==> src/rtl/i2c_slave_sync.sv <==
// I2C slave bridging a small byte memory: synchronized SCL/SDA sampling, START/STOP
// detection, address match, memory-address phase, auto-incrementing write/read pointer.
module i2c_slave_sync #(
    parameter logic [6:0] SLAVE_ADDR = 7'h55,
    parameter int         ABYTES     = 1,
    parameter int         DEPTH      = 2**(8*ABYTES)
) (
    input  logic                  clk,
    input  logic                  rst_n,
    input  logic                  scl_i,
    input  logic                  sda_i,
    output logic                  sda_oe,
    output logic                  busy,
    output logic                  wr_en,
    output logic [8*ABYTES-1:0]   wr_addr,
    output logic [7:0]            wr_data
);
    localparam int AW = 8*ABYTES;
    localparam int IW = (DEPTH > 1) ? $clog2(DEPTH) : 1;

    typedef enum logic [3:0] {
        IDLE, DEV_ADDR, DEV_ACK, MEM_ADDR, MEM_ACK,
        WR_DATA, WR_ACK, RD_DATA, RD_ACK, WAIT_STOP
    } state_t;

    state_t          state_q, state_d;
    logic [1:0]      scl_sync_q, sda_sync_q;
    logic            scl_prev_q, sda_prev_q;
    logic [3:0]      bit_cnt_q, bit_cnt_d;
    logic [7:0]      shift_q, shift_d;
    logic [7:0]      tx_q, tx_d;
    logic [AW-1:0]   addr_acc_q, addr_acc_d;
    logic [1:0]      abyte_q, abyte_d;
    logic            rw_q, rw_d;
    logic [AW-1:0]   ptr_q, ptr_d;
    logic            sda_oe_q, sda_oe_d;
    logic            busy_q, busy_d;
    logic            wr_en_q, wr_en_d;
    logic [AW-1:0]   wr_addr_q, wr_addr_d;
    logic [7:0]      wr_data_q, wr_data_d;
    logic [7:0]      mem_q [DEPTH];

    logic            scl_s, sda_s, scl_rise_s, scl_fall_s, start_s, stop_s;
    logic [7:0]      mem_rd_s;
    logic [AW-1:0]   ptr_inc_s;

    assign scl_s      = scl_sync_q[1];
    assign sda_s      = sda_sync_q[1];
    assign scl_rise_s = scl_s & ~scl_prev_q;
    assign scl_fall_s = ~scl_s & scl_prev_q;
    assign start_s    = scl_s & sda_prev_q & ~sda_s;
    assign stop_s     = scl_s & ~sda_prev_q & sda_s;
    assign mem_rd_s   = mem_q[ptr_q[IW-1:0]];
    assign ptr_inc_s  = (ptr_q == AW'(DEPTH-1)) ? '0 : ptr_q + AW'(1);

    assign sda_oe  = sda_oe_q;
    assign busy    = busy_q;
    assign wr_en   = wr_en_q;
    assign wr_addr = wr_addr_q;
    assign wr_data = wr_data_q;

    // Two-flop synchronizers plus one history flop for edge detection
    always_ff @(posedge clk or negedge rst_n) begin
        if (!rst_n) begin
            scl_sync_q <= 2'b11;
            sda_sync_q <= 2'b11;
            scl_prev_q <= 1'b1;
            sda_prev_q <= 1'b1;
        end else begin
            scl_sync_q <= {scl_sync_q[0], scl_i};
            sda_sync_q <= {sda_sync_q[0], sda_i};
            scl_prev_q <= scl_s;
            sda_prev_q <= sda_s;
        end
    end

    // Protocol FSM: next state and datapath; START/STOP override any SCL edge
    always_comb begin
        state_d    = state_q;
        bit_cnt_d  = bit_cnt_q;
        shift_d    = shift_q;
        tx_d       = tx_q;
        addr_acc_d = addr_acc_q;
        abyte_d    = abyte_q;
        rw_d       = rw_q;
        ptr_d      = ptr_q;
        sda_oe_d   = sda_oe_q;
        busy_d     = busy_q;
        wr_en_d    = 1'b0;
        wr_addr_d  = wr_addr_q;
        wr_data_d  = wr_data_q;
        if (start_s) begin
            state_d   = DEV_ADDR;
            bit_cnt_d = 4'd0;
            sda_oe_d  = 1'b0;
            busy_d    = 1'b0;
        end else if (stop_s) begin
            state_d   = IDLE;
            bit_cnt_d = 4'd0;
            sda_oe_d  = 1'b0;
            busy_d    = 1'b0;
        end else begin
            case (state_q)
                IDLE: begin
                    bit_cnt_d = 4'd0;
                end
                DEV_ADDR, MEM_ADDR, WR_DATA: begin
                    if (scl_rise_s) begin
                        shift_d   = {shift_q[6:0], sda_s};
                        bit_cnt_d = bit_cnt_q + 4'd1;
                        if (state_q == WR_DATA && bit_cnt_q == 4'd7) begin
                            wr_en_d   = 1'b1;
                            wr_addr_d = ptr_q;
                            wr_data_d = {shift_q[6:0], sda_s};
                            ptr_d     = ptr_inc_s;
                        end else begin
                            wr_en_d = 1'b0;
                        end
                    end else if (scl_fall_s && bit_cnt_q == 4'd8) begin
                        bit_cnt_d = 4'd0;
                        if (state_q == DEV_ADDR) begin
                            if (shift_q[7:1] == SLAVE_ADDR) begin
                                state_d  = DEV_ACK;
                                sda_oe_d = 1'b1;
                                busy_d   = 1'b1;
                                rw_d     = shift_q[0];
                            end else begin
                                state_d = WAIT_STOP;
                            end
                        end else if (state_q == MEM_ADDR) begin
                            state_d    = MEM_ACK;
                            sda_oe_d   = 1'b1;
                            addr_acc_d = AW'({addr_acc_q, shift_q});
                            abyte_d    = abyte_q + 2'd1;
                        end else begin
                            state_d  = WR_ACK;
                            sda_oe_d = 1'b1;
                        end
                    end else begin
                        state_d = state_q;
                    end
                end
                DEV_ACK: begin
                    if (scl_fall_s) begin
                        bit_cnt_d = 4'd0;
                        if (rw_q) begin
                            state_d  = RD_DATA;
                            tx_d     = mem_rd_s;
                            sda_oe_d = ~mem_rd_s[7];
                        end else begin
                            state_d  = MEM_ADDR;
                            sda_oe_d = 1'b0;
                            abyte_d  = 2'd0;
                        end
                    end else begin
                        state_d = state_q;
                    end
                end
                MEM_ACK: begin
                    if (scl_fall_s) begin
                        bit_cnt_d = 4'd0;
                        sda_oe_d  = 1'b0;
                        if (abyte_q == 2'(ABYTES)) begin
                            state_d = WR_DATA;
                            ptr_d   = AW'(32'(addr_acc_q) % DEPTH);
                        end else begin
                            state_d = MEM_ADDR;
                        end
                    end else begin
                        state_d = state_q;
                    end
                end
                WR_ACK: begin
                    if (scl_fall_s) begin
                        state_d   = WR_DATA;
                        bit_cnt_d = 4'd0;
                        sda_oe_d  = 1'b0;
                    end else begin
                        state_d = state_q;
                    end
                end
                RD_DATA: begin
                    if (scl_rise_s) begin
                        bit_cnt_d = bit_cnt_q + 4'd1;
                    end else if (scl_fall_s) begin
                        if (bit_cnt_q == 4'd8) begin
                            state_d   = RD_ACK;
                            bit_cnt_d = 4'd0;
                            sda_oe_d  = 1'b0;
                            ptr_d     = ptr_inc_s;
                        end else begin
                            tx_d     = {tx_q[6:0], 1'b0};
                            sda_oe_d = ~tx_q[6];
                        end
                    end else begin
                        state_d = state_q;
                    end
                end
                RD_ACK: begin
                    // bit_cnt marks that the master's ACK bit has been sampled
                    if (scl_rise_s) begin
                        shift_d   = {shift_q[6:0], sda_s};
                        bit_cnt_d = 4'd1;
                    end else if (scl_fall_s && bit_cnt_q == 4'd1) begin
                        bit_cnt_d = 4'd0;
                        if (shift_q[0]) begin
                            state_d  = WAIT_STOP;
                            sda_oe_d = 1'b0;
                        end else begin
                            state_d  = RD_DATA;
                            tx_d     = mem_rd_s;
                            sda_oe_d = ~mem_rd_s[7];
                        end
                    end else begin
                        state_d = state_q;
                    end
                end
                WAIT_STOP: begin
                    sda_oe_d = 1'b0;
                end
                default: begin
                    state_d  = IDLE;
                    sda_oe_d = 1'b0;
                    busy_d   = 1'b0;
                end
            endcase
        end
    end

    // State and output registers
    always_ff @(posedge clk or negedge rst_n) begin
        if (!rst_n) begin
            state_q    <= IDLE;
            bit_cnt_q  <= 4'd0;
            shift_q    <= 8'd0;
            tx_q       <= 8'd0;
            addr_acc_q <= '0;
            abyte_q    <= 2'd0;
            rw_q       <= 1'b0;
            ptr_q      <= '0;
            sda_oe_q   <= 1'b0;
            busy_q     <= 1'b0;
            wr_en_q    <= 1'b0;
            wr_addr_q  <= '0;
            wr_data_q  <= 8'd0;
        end else begin
            state_q    <= state_d;
            bit_cnt_q  <= bit_cnt_d;
            shift_q    <= shift_d;
            tx_q       <= tx_d;
            addr_acc_q <= addr_acc_d;
            abyte_q    <= abyte_d;
            rw_q       <= rw_d;
            ptr_q      <= ptr_d;
            sda_oe_q   <= sda_oe_d;
            busy_q     <= busy_d;
            wr_en_q    <= wr_en_d;
            wr_addr_q  <= wr_addr_d;
            wr_data_q  <= wr_data_d;
        end
    end

    // Memory array, deliberately without reset
    always_ff @(posedge clk) begin
        if (wr_en_d) begin
            mem_q[ptr_q[IW-1:0]] <= wr_data_d;
        end
    end
endmodule

==> config.mk <==
export PLATFORM = sky130hd
export DESIGN_NAME = i2c_slave_sync
export DESIGN_NICKNAME = d
export VERILOG_FILES = /design/src/rtl/i2c_slave_sync.sv
export SDC_FILE = /design/constraint.sdc
export NUM_CORES = 2
export LEC_CHECK = 0
export ABC_AREA = 1
export CORE_AREA = 4 4 553 555
export DETAILED_ROUTE_END_ITERATION = 12
export DIE_AREA = 0 0 557 559
export HOLD_SLACK_MARGIN = 0.1
export MAX_ROUTING_LAYER = met4
export PLACE_DENSITY = 0.48
export SYNTH_ARGS = -nofsm -noshare
export SYNTH_HDL_FRONTEND = slang
export SYNTH_SLANG_ARGS = --single-unit
==> constraint.sdc <==
create_clock -name clk -period 15 [get_ports clk]
set_input_delay 1.5 -clock clk [delete_from_list [all_inputs] [get_ports clk]]
set_output_delay 1.5 -clock clk [all_outputs]
set_load 0.02 [all_outputs]
==> reports/metrics.cfg <==
[grt]
grt_pass1_vias=54700
grt_max_degree=196
overflow=0
grt_pass1_wl_um=383000
grt_antenna_before_repair=2
grtUsageTotal=0.169

[sta]
tns_ns=0
rsz0062_at_grt=no
fmax_mhz=183
period_minus_slack_ns=5.46
tightest_slew_ns=1.27
holdWs_ns=0.356
finalHoldViolCount=0
slew_viol_final=0
setup_viol=0
fin_crit_sh=0.364
skew_ns=0.0338
relSlewSlack=0.145

[synthesis]
synthFlopType=edfxtp_1
ys_seq_area_frac=0.727
ys_seq_elements=2115
synth_area_per_cell_um2=11.5
synth_common_cells=2,048 x edfxtp_1, 1,872 x nor2_1, 1,376 x nand2_1
synth_top_cells_by_area=edfxtp_1 71%, nor2_1 8.1%, nand2_1 5.9%, o21ai_0 5.3%, dfrtp_1 1.8%
synthDistinctLibCells=47
syn_inst=7561
syn-num-nets=7575
netlist_area_um2=86900
synth_top_area_frac=0.707
synth.most_common_cell=edfxtp_1
async_flop_share=0.0317
synth_top_area_cell=edfxtp_1
yosysWarnings=0
synth_edf_count=2048

[place]
place_area_um2=90600
numPortBuffers=22
hpwl_um=147000
gp_congestion=0.828

[final_layout]
seqCellArea_um2=63200
layout.nets=7469
multi_input_comb_area_um2=20600
finalInstanceArea_um2=97300
fillers=30300
area_growth_pct=11.9
drive_gt1_frac=0.0550

[clock_network]
numCtsBuffers=217
insertion_delay_ns=0.85
clk_pin_slew_ns=0.06
cts_tree=yes
cts-resized-gates=0
cts_hold_buf=0
cts_max_path_buffers=3
cts_sinks=2115
cts_setup_buffers=0
htreeDepth=4
cts_root_buffer=clkbuf_16

[outcome]
status=finished, final reports clean

[floorplan]
num_rows=202
die_area_um2=311000
die_w_um=557
ios=23
start_util=0.288
die_h_um=559
core_um2=302000

[power]
netSwitchingPower_mw=6.14
peakVddDrop_v=0.000156
sw_frac_of_total=0.365
power_leakage_nw=35.1
p_clk_frac=0.310
comb_power_share=0.304
seqPwrFrac=0.386
power.internal_mw=10.7
p_per_area_nw_per_um2=173

[detailed_routing]
drt_wl_total_um=263000
detail_route.wl_per_cell_um=22.6
num_vias=56300
dr.pass1.iters=6
ant_nets=0
viasPerCell=4.85
drc=0
drt-initial-drc-count=5522

[worst_setup_path]
required_ns=15.72
critPathCaptureType=flip-flop
cp.arrival_ns=6.18
path_max_fanout=130
path_class=reg -> reg
reg2reg_depth=18
startpoint_type=flip-flop
reg2reg_setup_slack_ns=9.54

[worst_hold_path]
hp-class=reg -> reg
hold_depth=0

[run]
maxCapViolCount=0

[layout make-up]
cell class	count	area share
antenna	1	0.0000257
clock buffer	290	0.0605
clock inverter	107	0.00871
inverter	206	0.00824
multi-input combinational	4805	0.211
sequential	2115	0.649
tap	3978	0.0512
timing repair buffer	110	0.0104
[metrics by stage]
step / power (mW) / setup WS (ns) / cells / utilization
2_1_floorplan: 10.1 / 1.37 / 7561 / -
3_3_place_gp: 11.7 / 9.51 / 11200 / 0.300
3_5_place_dp: 11.7 / 9.50 / 11200 / 0.300
4_1_cts: 17.0 / 9.48 / 11600 / 0.323
5_1_grt: 17.7 / 9.29 / 11600 / 0.323
6_report: 16.8 / 9.54 / 11600 / 0.323
[routing by layer]
layer | track usage | share of wire
met5 | - | 0
met4 | 0.0438 | 0.027
met3 | 0.0256 | 0.053
met2 | 0.271 | 0.48
met1 | 0.224 | 0.44
[state kept, by name, summed over array words and instances (netlist names), 4 cells and up]
register / flops
mem_q: 2048
wr_data: 8
addr_acc_q: 8
tx_q: 7
shift_q: 8
wr_addr: 8
state_q: 4
bit_cnt_q: 4
ptr_q: 8
[logic make-up after synthesis]
kind of cell,after synthesis,synth area share
xor gates and xnor gates,2,0.000202
DFF,2115,0.727
AOI/OAI and AO/OA,1381,0.0821
buffers and inverters,641,0.0382
adders and majority gates,10,0.00144
and+or+nand+nor,3412,0.151
[placed cells by master, fill, tap and decap left out, types with 62 or more instances in the layout]
cell	netlist	routed
buf_4	21	78
clkbuf_1	146	63
clkbuf_16	0	224
clkinv_1	6	62
edfxtp_1	2048	2048
inv_1	192	191
nand2_1	1376	1375
nand3_1	67	67
nor2_1	1872	1866
o21ai_0	923	915
o21ai_1	286	286
o22ai_1	129	129
[power groups by stage]
stage	clock (mW)	combinational, mW	sequential [mW]
2_1_floorplan	0	3.56	6.56
3_3_place_gp	0	5.13	6.61
3_5_place_dp	0	5.13	6.62
4_1_cts	5.32	5.15	6.49
5_1_grt	5.57	5.66	6.49
6_report	5.22	5.12	6.49
[worst max-delay path, cell delays in order (launching register included)]
cell and delay, ns:
dfrtp_4 0.66, inv_8 0.42, buf_4 0.62, buf_12 0.60
buf_12 0.64, buf_4 0.54, nand3_1 0.14, nand2_1 0.09
nand2_1 0.06, nand2_1 0.17, o21ai_1 0.12, nand2_1 0.17
nor2_1 0.06, nor2_1 0.42, nor2_1 0.13, nand2_1 0.12
nand2_1 0.07, nand2_1 0.09, nand2_1 0.06
[final timing paths]
| path | from | endpoint |
|---|---|---|
| setup / recovery | ptr_q[1] | sda_oe |
| hold / removal | sda_sync_q[0] | sda_sync_q[1] |
| setup reg to reg | ptr_q[1] | sda_oe |
| hold reg to reg | sda_sync_q[0] | sda_sync_q[1] |
| max in group asynchronous | rst_n | ptr_q[0] |
| min in group asynchronous | rst_n | wr_en |
(Power assumes the default switching activity.)
